<file path="config.mk">
export PLATFORM = sky130hd
export DESIGN_NAME = sync_fifo_ctrl
export DESIGN_NICKNAME = d
export VERILOG_FILES = /design/src/rtl/sync_fifo_pkg.sv /design/src/rtl/sync_fifo_mem.sv /design/src/rtl/sync_fifo_ctrl.sv
export SDC_FILE = /design/constraint.sdc
export NUM_CORES = 2
export LEC_CHECK = 0
export CORE_MARGIN = 2
export CORE_UTILIZATION = 57
export DETAILED_ROUTE_END_ITERATION = 12
export PLACE_DENSITY = 0.74
export SLEW_MARGIN = 20
export SYNTH_ARGS = -nofsm -noshare
export SYNTH_HDL_FRONTEND = slang
export SYNTH_SLANG_ARGS = --single-unit
</file>
<file path="constraint.sdc">
create_clock -name clk -period 3.2 [get_ports clk]
set_clock_uncertainty 0.1 [all_clocks]
set_input_delay 0.8 -clock clk [delete_from_list [all_inputs] [get_ports clk]]
set_output_delay 0.8 -clock clk [all_outputs]
set_load 0.01 [all_outputs]
</file>
<file path="src/rtl/sync_fifo_pkg.sv">
// Shared width helpers, default FIFO geometry and threshold constants.
// Optional sticky error flags in sync_fifo_ctrl are enabled by SYNC_FIFO_ERR_EN.
package sync_fifo_pkg;

  localparam int DEF_DEPTH      = 256;
  localparam int DEF_DATA_WIDTH = 8;
  localparam int DEF_AE_THRESH  = 4;
  localparam int DEF_AF_MARGIN  = 4;

  function automatic int addr_width(input int depth);
    return (depth > 1) ? $clog2(depth) : 1;
  endfunction

  // One extra bit so the count can represent a completely full FIFO.
  function automatic int count_width(input int depth);
    return addr_width(depth) + 1;
  endfunction

  localparam int DEF_ADDR_WIDTH  = addr_width(DEF_DEPTH);
  localparam int DEF_COUNT_WIDTH = count_width(DEF_DEPTH);

  typedef logic [DEF_ADDR_WIDTH-1:0]  ptr_t;
  typedef logic [DEF_COUNT_WIDTH-1:0] count_t;

endpackage

</file>
<file path="src/rtl/sync_fifo_mem.sv">
// Simple dual-port storage: one write port, one registered read port (1-cycle read latency).
// No backpressure here; the controller only issues accepted reads/writes. Array is never reset.
module sync_fifo_mem #(
  parameter int DEPTH      = 256,
  parameter int DATA_WIDTH = 8,
  parameter int ADDR_WIDTH = $clog2(DEPTH)
) (
  input  logic                  clk,
  input  logic                  rst,
  input  logic                  we,
  input  logic [ADDR_WIDTH-1:0] waddr,
  input  logic [DATA_WIDTH-1:0] wdata,
  input  logic                  re,
  input  logic [ADDR_WIDTH-1:0] raddr,
  output logic [DATA_WIDTH-1:0] rdata
);

  logic [DATA_WIDTH-1:0] mem [DEPTH];

  always_ff @(posedge clk) begin
    if (we) begin
      mem[waddr] <= wdata;
    end
  end

  // Only the output register is reset; it holds its value when no read is issued.
  always_ff @(posedge clk or posedge rst) begin
    if (rst) begin
      rdata <= '0;
    end else if (re) begin
      rdata <= mem[raddr];
    end
  end

endmodule

</file>
<file path="src/rtl/sync_fifo_ctrl.sv">
// Single-clock FIFO with registered count/flags; read data 1 cycle after accepted rd_en.
// full/empty gate requests (rejected ops dropped); SYNC_FIFO_ERR_EN adds sticky overflow/underflow.
module sync_fifo_ctrl
  import sync_fifo_pkg::*;
#(
  parameter int DEPTH      = DEF_DEPTH,
  parameter int DATA_WIDTH = DEF_DATA_WIDTH,
  parameter int AF_THRESH  = DEPTH - DEF_AF_MARGIN,
  parameter int AE_THRESH  = DEF_AE_THRESH,
  localparam int ADDR_WIDTH = addr_width(DEPTH)
) (
  input  logic                  clk,
  input  logic                  rst,
  input  logic                  wr_en,
  input  logic [DATA_WIDTH-1:0] data_in,
  input  logic                  rd_en,
  output logic [DATA_WIDTH-1:0] data_out,
  output logic                  rd_valid,
  output logic                  full,
  output logic                  empty,
  output logic                  almost_full,
  output logic                  almost_empty,
  output logic [ADDR_WIDTH:0]   count
`ifdef SYNC_FIFO_ERR_EN
  ,
  output logic                  overflow,
  output logic                  underflow,
  input  logic                  err_clr
`endif
);

  localparam int CNT_W = ADDR_WIDTH + 1;
  localparam logic [CNT_W-1:0] DEPTH_C = CNT_W'(DEPTH);
  localparam logic [CNT_W-1:0] AF_C    = CNT_W'(AF_THRESH);
  localparam logic [CNT_W-1:0] AE_C    = CNT_W'(AE_THRESH);

  logic [ADDR_WIDTH-1:0] wr_ptr;
  logic [ADDR_WIDTH-1:0] rd_ptr;
  logic [CNT_W-1:0]      count_nxt;
  logic                  wr_acc;
  logic                  rd_acc;

  // Gating uses registered flags, so a full FIFO never passes a write through.
  assign wr_acc = wr_en && !full;
  assign rd_acc = rd_en && !empty;

  always_comb begin
    count_nxt = count;
    unique case ({wr_acc, rd_acc})
      2'b10:   count_nxt = count + CNT_W'(1);
      2'b01:   count_nxt = count - CNT_W'(1);
      default: count_nxt = count;
    endcase
  end

  always_ff @(posedge clk or posedge rst) begin
    if (rst) begin
      wr_ptr       <= '0;
      rd_ptr       <= '0;
      count        <= '0;
      full         <= 1'b0;
      empty        <= 1'b1;
      almost_full  <= 1'b0;
      almost_empty <= 1'b1;
      rd_valid     <= 1'b0;
    end else begin
      // DEPTH is a power of two, so pointer wrap is the natural overflow.
      if (wr_acc) wr_ptr <= wr_ptr + ADDR_WIDTH'(1);
      if (rd_acc) rd_ptr <= rd_ptr + ADDR_WIDTH'(1);
      count        <= count_nxt;
      full         <= (count_nxt == DEPTH_C);
      empty        <= (count_nxt == '0);
      almost_full  <= (count_nxt >= AF_C);
      almost_empty <= (count_nxt <= AE_C);
      rd_valid     <= rd_acc;
    end
  end

  sync_fifo_mem #(
    .DEPTH      (DEPTH),
    .DATA_WIDTH (DATA_WIDTH),
    .ADDR_WIDTH (ADDR_WIDTH)
  ) u_mem (
    .clk   (clk),
    .rst   (rst),
    .we    (wr_acc),
    .waddr (wr_ptr),
    .wdata (data_in),
    .re    (rd_acc),
    .raddr (rd_ptr),
    .rdata (data_out)
  );

`ifdef SYNC_FIFO_ERR_EN
  // A clear in the same cycle as a new error wins.
  always_ff @(posedge clk or posedge rst) begin
    if (rst) begin
      overflow  <= 1'b0;
      underflow <= 1'b0;
    end else if (err_clr) begin
      overflow  <= 1'b0;
      underflow <= 1'b0;
    end else begin
      if (wr_en && full)  overflow  <= 1'b1;
      if (rd_en && empty) underflow <= 1'b1;
    end
  end
`endif

endmodule

</file>
==> impl_metrics.csv <==
group,metric,value,unit
power,power,82.6,mW
clock_tree,cts_sinks,2086,
route,first_pass_iters,8,
finish,stdcell_area,97100,um2
die,initial_utilization,0.573,
clock_tree,cts.clk_slew.worst_paths,0.07,ns
finish,layout-drive-gt1-share,0.303,
clock_tree,clk_root_buffer_cell,"clkbuf_16",
power,powerDensity,851,nW/um2
synth,netlist_instances,4143,
outcome,violations,"negative setup slack",
worst_setup_path,r2r-end,"u_mem.rdata[2]",
synth,synth.largest_area_cell,"edfxtp_1",
place,io_buffers,33,
synth,synth_top_flop_cell,"edfxtp_1",
worst_setup_path,ff2ff_setup_slack,-0.06,ns
route,vias_per_cell,6.62,
worst_setup_path,worst_setup_path_end_kind,"flop",
sta,layout_setup_ws,-0.0562,ns
sta,min_period,3.26,ns
place,place_area,89600,um2
grt,track_usage,0.303,
synth,synthesis.nets,4162,
synth,synth.avg_cell_area,19.8,um2
route,detail-route-antenna-nets,0,
route,wirelength,223000,um
synth,synth_common_cells,"edfxtp_1 (2048), mux4_2 (357), mux2i_1 (326), nor2_1 (308), clkbuf_1 (116)",
finish,fill_cells,8706,
synth,yosysMostFrequentCell,"edfxtp_1",
synth,synthTopCellsByArea,"edfxtp_1 (75%), mux4_2 (9.8%), mux2i_1 (4.0%)",
place,dpl.hpwl,140000,um
grt,grt_max_degree,93,
sta,hold_violations,0,
clock_tree,cts_tree,"built",
worst_setup_path,worstPathArrival,3.88,ns
die,io_pins,34,
finish,nets,4934,
worst_setup_path,path_class,"reg -> reg",
grt,grt_pass1_vias,45391,
place,gp_congestion,0.955,
synth,syn_area,82000,um2
route,drc,0,
job,cap_violations,0,
sta,rsz0062_at_grt,"yes",
die,fp.coreArea,143000,um2
worst_setup_path,ff2ff_path_depth,10,
min_path,hold_path_class,"in -> reg",
power,p_leak,32.6,nW
power,peakVddDrop,542,uV
clock_tree,clockBufferDepth,3,
clock_tree,htreeDepth,4,
synth,synth_edf_count,2048,
min_path,hold_end,"u_mem.mem[82][2]",
die,die-height,383,um
route,routedWlPerCell,31.9,um
clock_tree,cts_buffers,196,
sta,slew_headroom,0.399,
sta,drv_slew,0,
finish,syn_to_final_growth,18.4,%
synth,ys_warn_count,0,
worst_setup_path,critical_path_peak_fanout,5,
die,die_w,383,um
synth,ys_ff_latch,2086,
worst_setup_path,r2r-start,"rd_ptr[0]",
min_path,hold_path.startpoint,"data_in[2]",
route,dr_total_vias,46241,
route,dr.first_iter.drc_count,7384,
worst_setup_path,crit_path_start_kind,"flop",
synth,synth_top_cell_area_share,0.750,
synth,postSynth.asyncResetShare,0.0182,
die,dieArea,147000,um2
sta,fmax,0.307,GHz
grt,grt_overflow,0,
clock_tree,worstSkewPairLatency,0.84,ns
sta,fin_crit_sh,1.02,
synth,synth.distinct_cells,72,
outcome,outcome,"finished, violations left",
grt,antenna_found_initial,8,
sta,worst_slew_pin_slew,0.901,ns
worst_setup_path,critPathRequiredTime,3.83,ns
min_path,min_path_cells,1,
sta,finalSetupViolCount,3,
die,rows,139,
synth,yosysSeqAreaShare,0.762,
grt,grt_first_pass_wirelength,317000,um
worst max-delay path, stage by stage, from the launching register on:
cell      delay, ns
dfrtp_4        0.53
buf_6          0.17
buf_4          0.12
mux4_1         0.55
a22oi_2        0.18
a21oi_1        0.16
or4_4          0.52
a311oi_4       0.29
nor4_1         0.10
buf_4          0.17
a221o_1        0.26
flip-flops by register name, indices dropped and copies added (netlist names):
register,flops
u_mem.rdata,8
wr_ptr,8
almost_full,1
u_mem.mem,2048
rd_valid,1
rd_ptr,8
full,1
empty,1
count,9
almost_empty,1
cell type report:
cell class / count / area (um2) / share of cell area
inverter: 16 / 67.6 / 0.000696
clock inverter: 111 / 928 / 0.00956
sequential: 2086 / 62500 / 0.643
antenna: 3 / 7.51 / 0.0000773
timing repair buffer: 826 / 7620 / 0.0784
multi-input combinational: 1789 / 18400 / 0.189
clock buffer: 250 / 5260 / 0.0541
tap: 1903 / 2380 / 0.0245
metal layers:
metal	wire length [um]	global-route usage	up-vias
met5	41	0	-
li1	-	-	18622
met2	105000	0.472	3398
met4	10800	0.133	6
met1	79700	0.410	23615
met3	27100	0.0736	600
where the power goes:
part	switching [mW]	total [mW]	internal (mW)
Clock	9.85	22.5	12.6
Sequential	0.603	31.1	30.5
Combinational	16.4	29.1	12.7
how the worst max path moves through the flow:
stage	from	endpoint	slack (ns)	depth (start not counted)
2_1_floorplan	wr_en	full	0.02	13
3_3_place_gp	rd_ptr[0]	u_mem.rdata[0]	-0.66	11
3_5_place_dp	rd_ptr[0]	u_mem.rdata[0]	-0.66	11
4_1_cts	rd_ptr[0]	u_mem.rdata[4]	-0.04	13
5_1_grt	rd_ptr[0]	u_mem.rdata[2]	-0.1	10
6_report	rd_ptr[0]	u_mem.rdata[2]	-0.06	10
layout by cell type, fill, tap and decap left out, types with 13 or more instances in the layout:
master,count
edfxtp_1,2048
buf_4,683
mux4_2,362
mux2i_1,323
nor2_1,306
clkbuf_16,206
nand2_1,108
a21oi_1,92
o221ai_1,76
buf_12,64
a22oi_1,59
o21ai_0,55
clkbuf_1,46
clkinv_2,45
o22ai_1,44
clkinv_1,37
dfrtp_1,31
nand3_1,28
clkdlybuf4s50_1,25
nor3_1,23
buf_6,23
xnor2_1,21
a31oi_1,21
a211oi_1,20
a221o_1,13
nor2b_1,13
bufinv_16,13
per-stage QoR:
step                      setup TNS, ns  worst slack [ns]  std cells  hold WS [ns]  utilization
after floorplan                       0            0.0237       4143         0.393            -
after global placement            -5.22            -0.659       6564         0.418        0.626
after detailed placement          -5.35            -0.657       6564         0.422        0.626
after CTS                        -0.110           -0.0377       6945         0.278        0.673
after global routing             -0.398           -0.0971       6981         0.315        0.678
final                           -0.0662           -0.0562       6984         0.323        0.678
cells by family after synthesis:
| logic type | after synthesis | share of synthesized area |
|---|---|---|
| compound gates | 494 | 0.0420 |
| xor+xnor | 22 | 0.00235 |
| fa+ha+maj | 7 | 0.00107 |
| buf+inv | 268 | 0.0198 |
| flops | 2086 | 0.762 |
| mux | 708 | 0.144 |
| simple gates | 558 | 0.0292 |
timing repair:
| action | 4_1_cts | 5_1_grt |
|---|---|---|
| endpoints found under the setup margin | 8 | 9 |
| gates resized for setup | 65 | 95 |
| gates cloned | 3 | 4 |
| hold buffers | 0 | 0 |
| pin swaps | 2 | 6 |
| setup buffers | 17 | 33 |
Power figures use the tool's default switching activity.
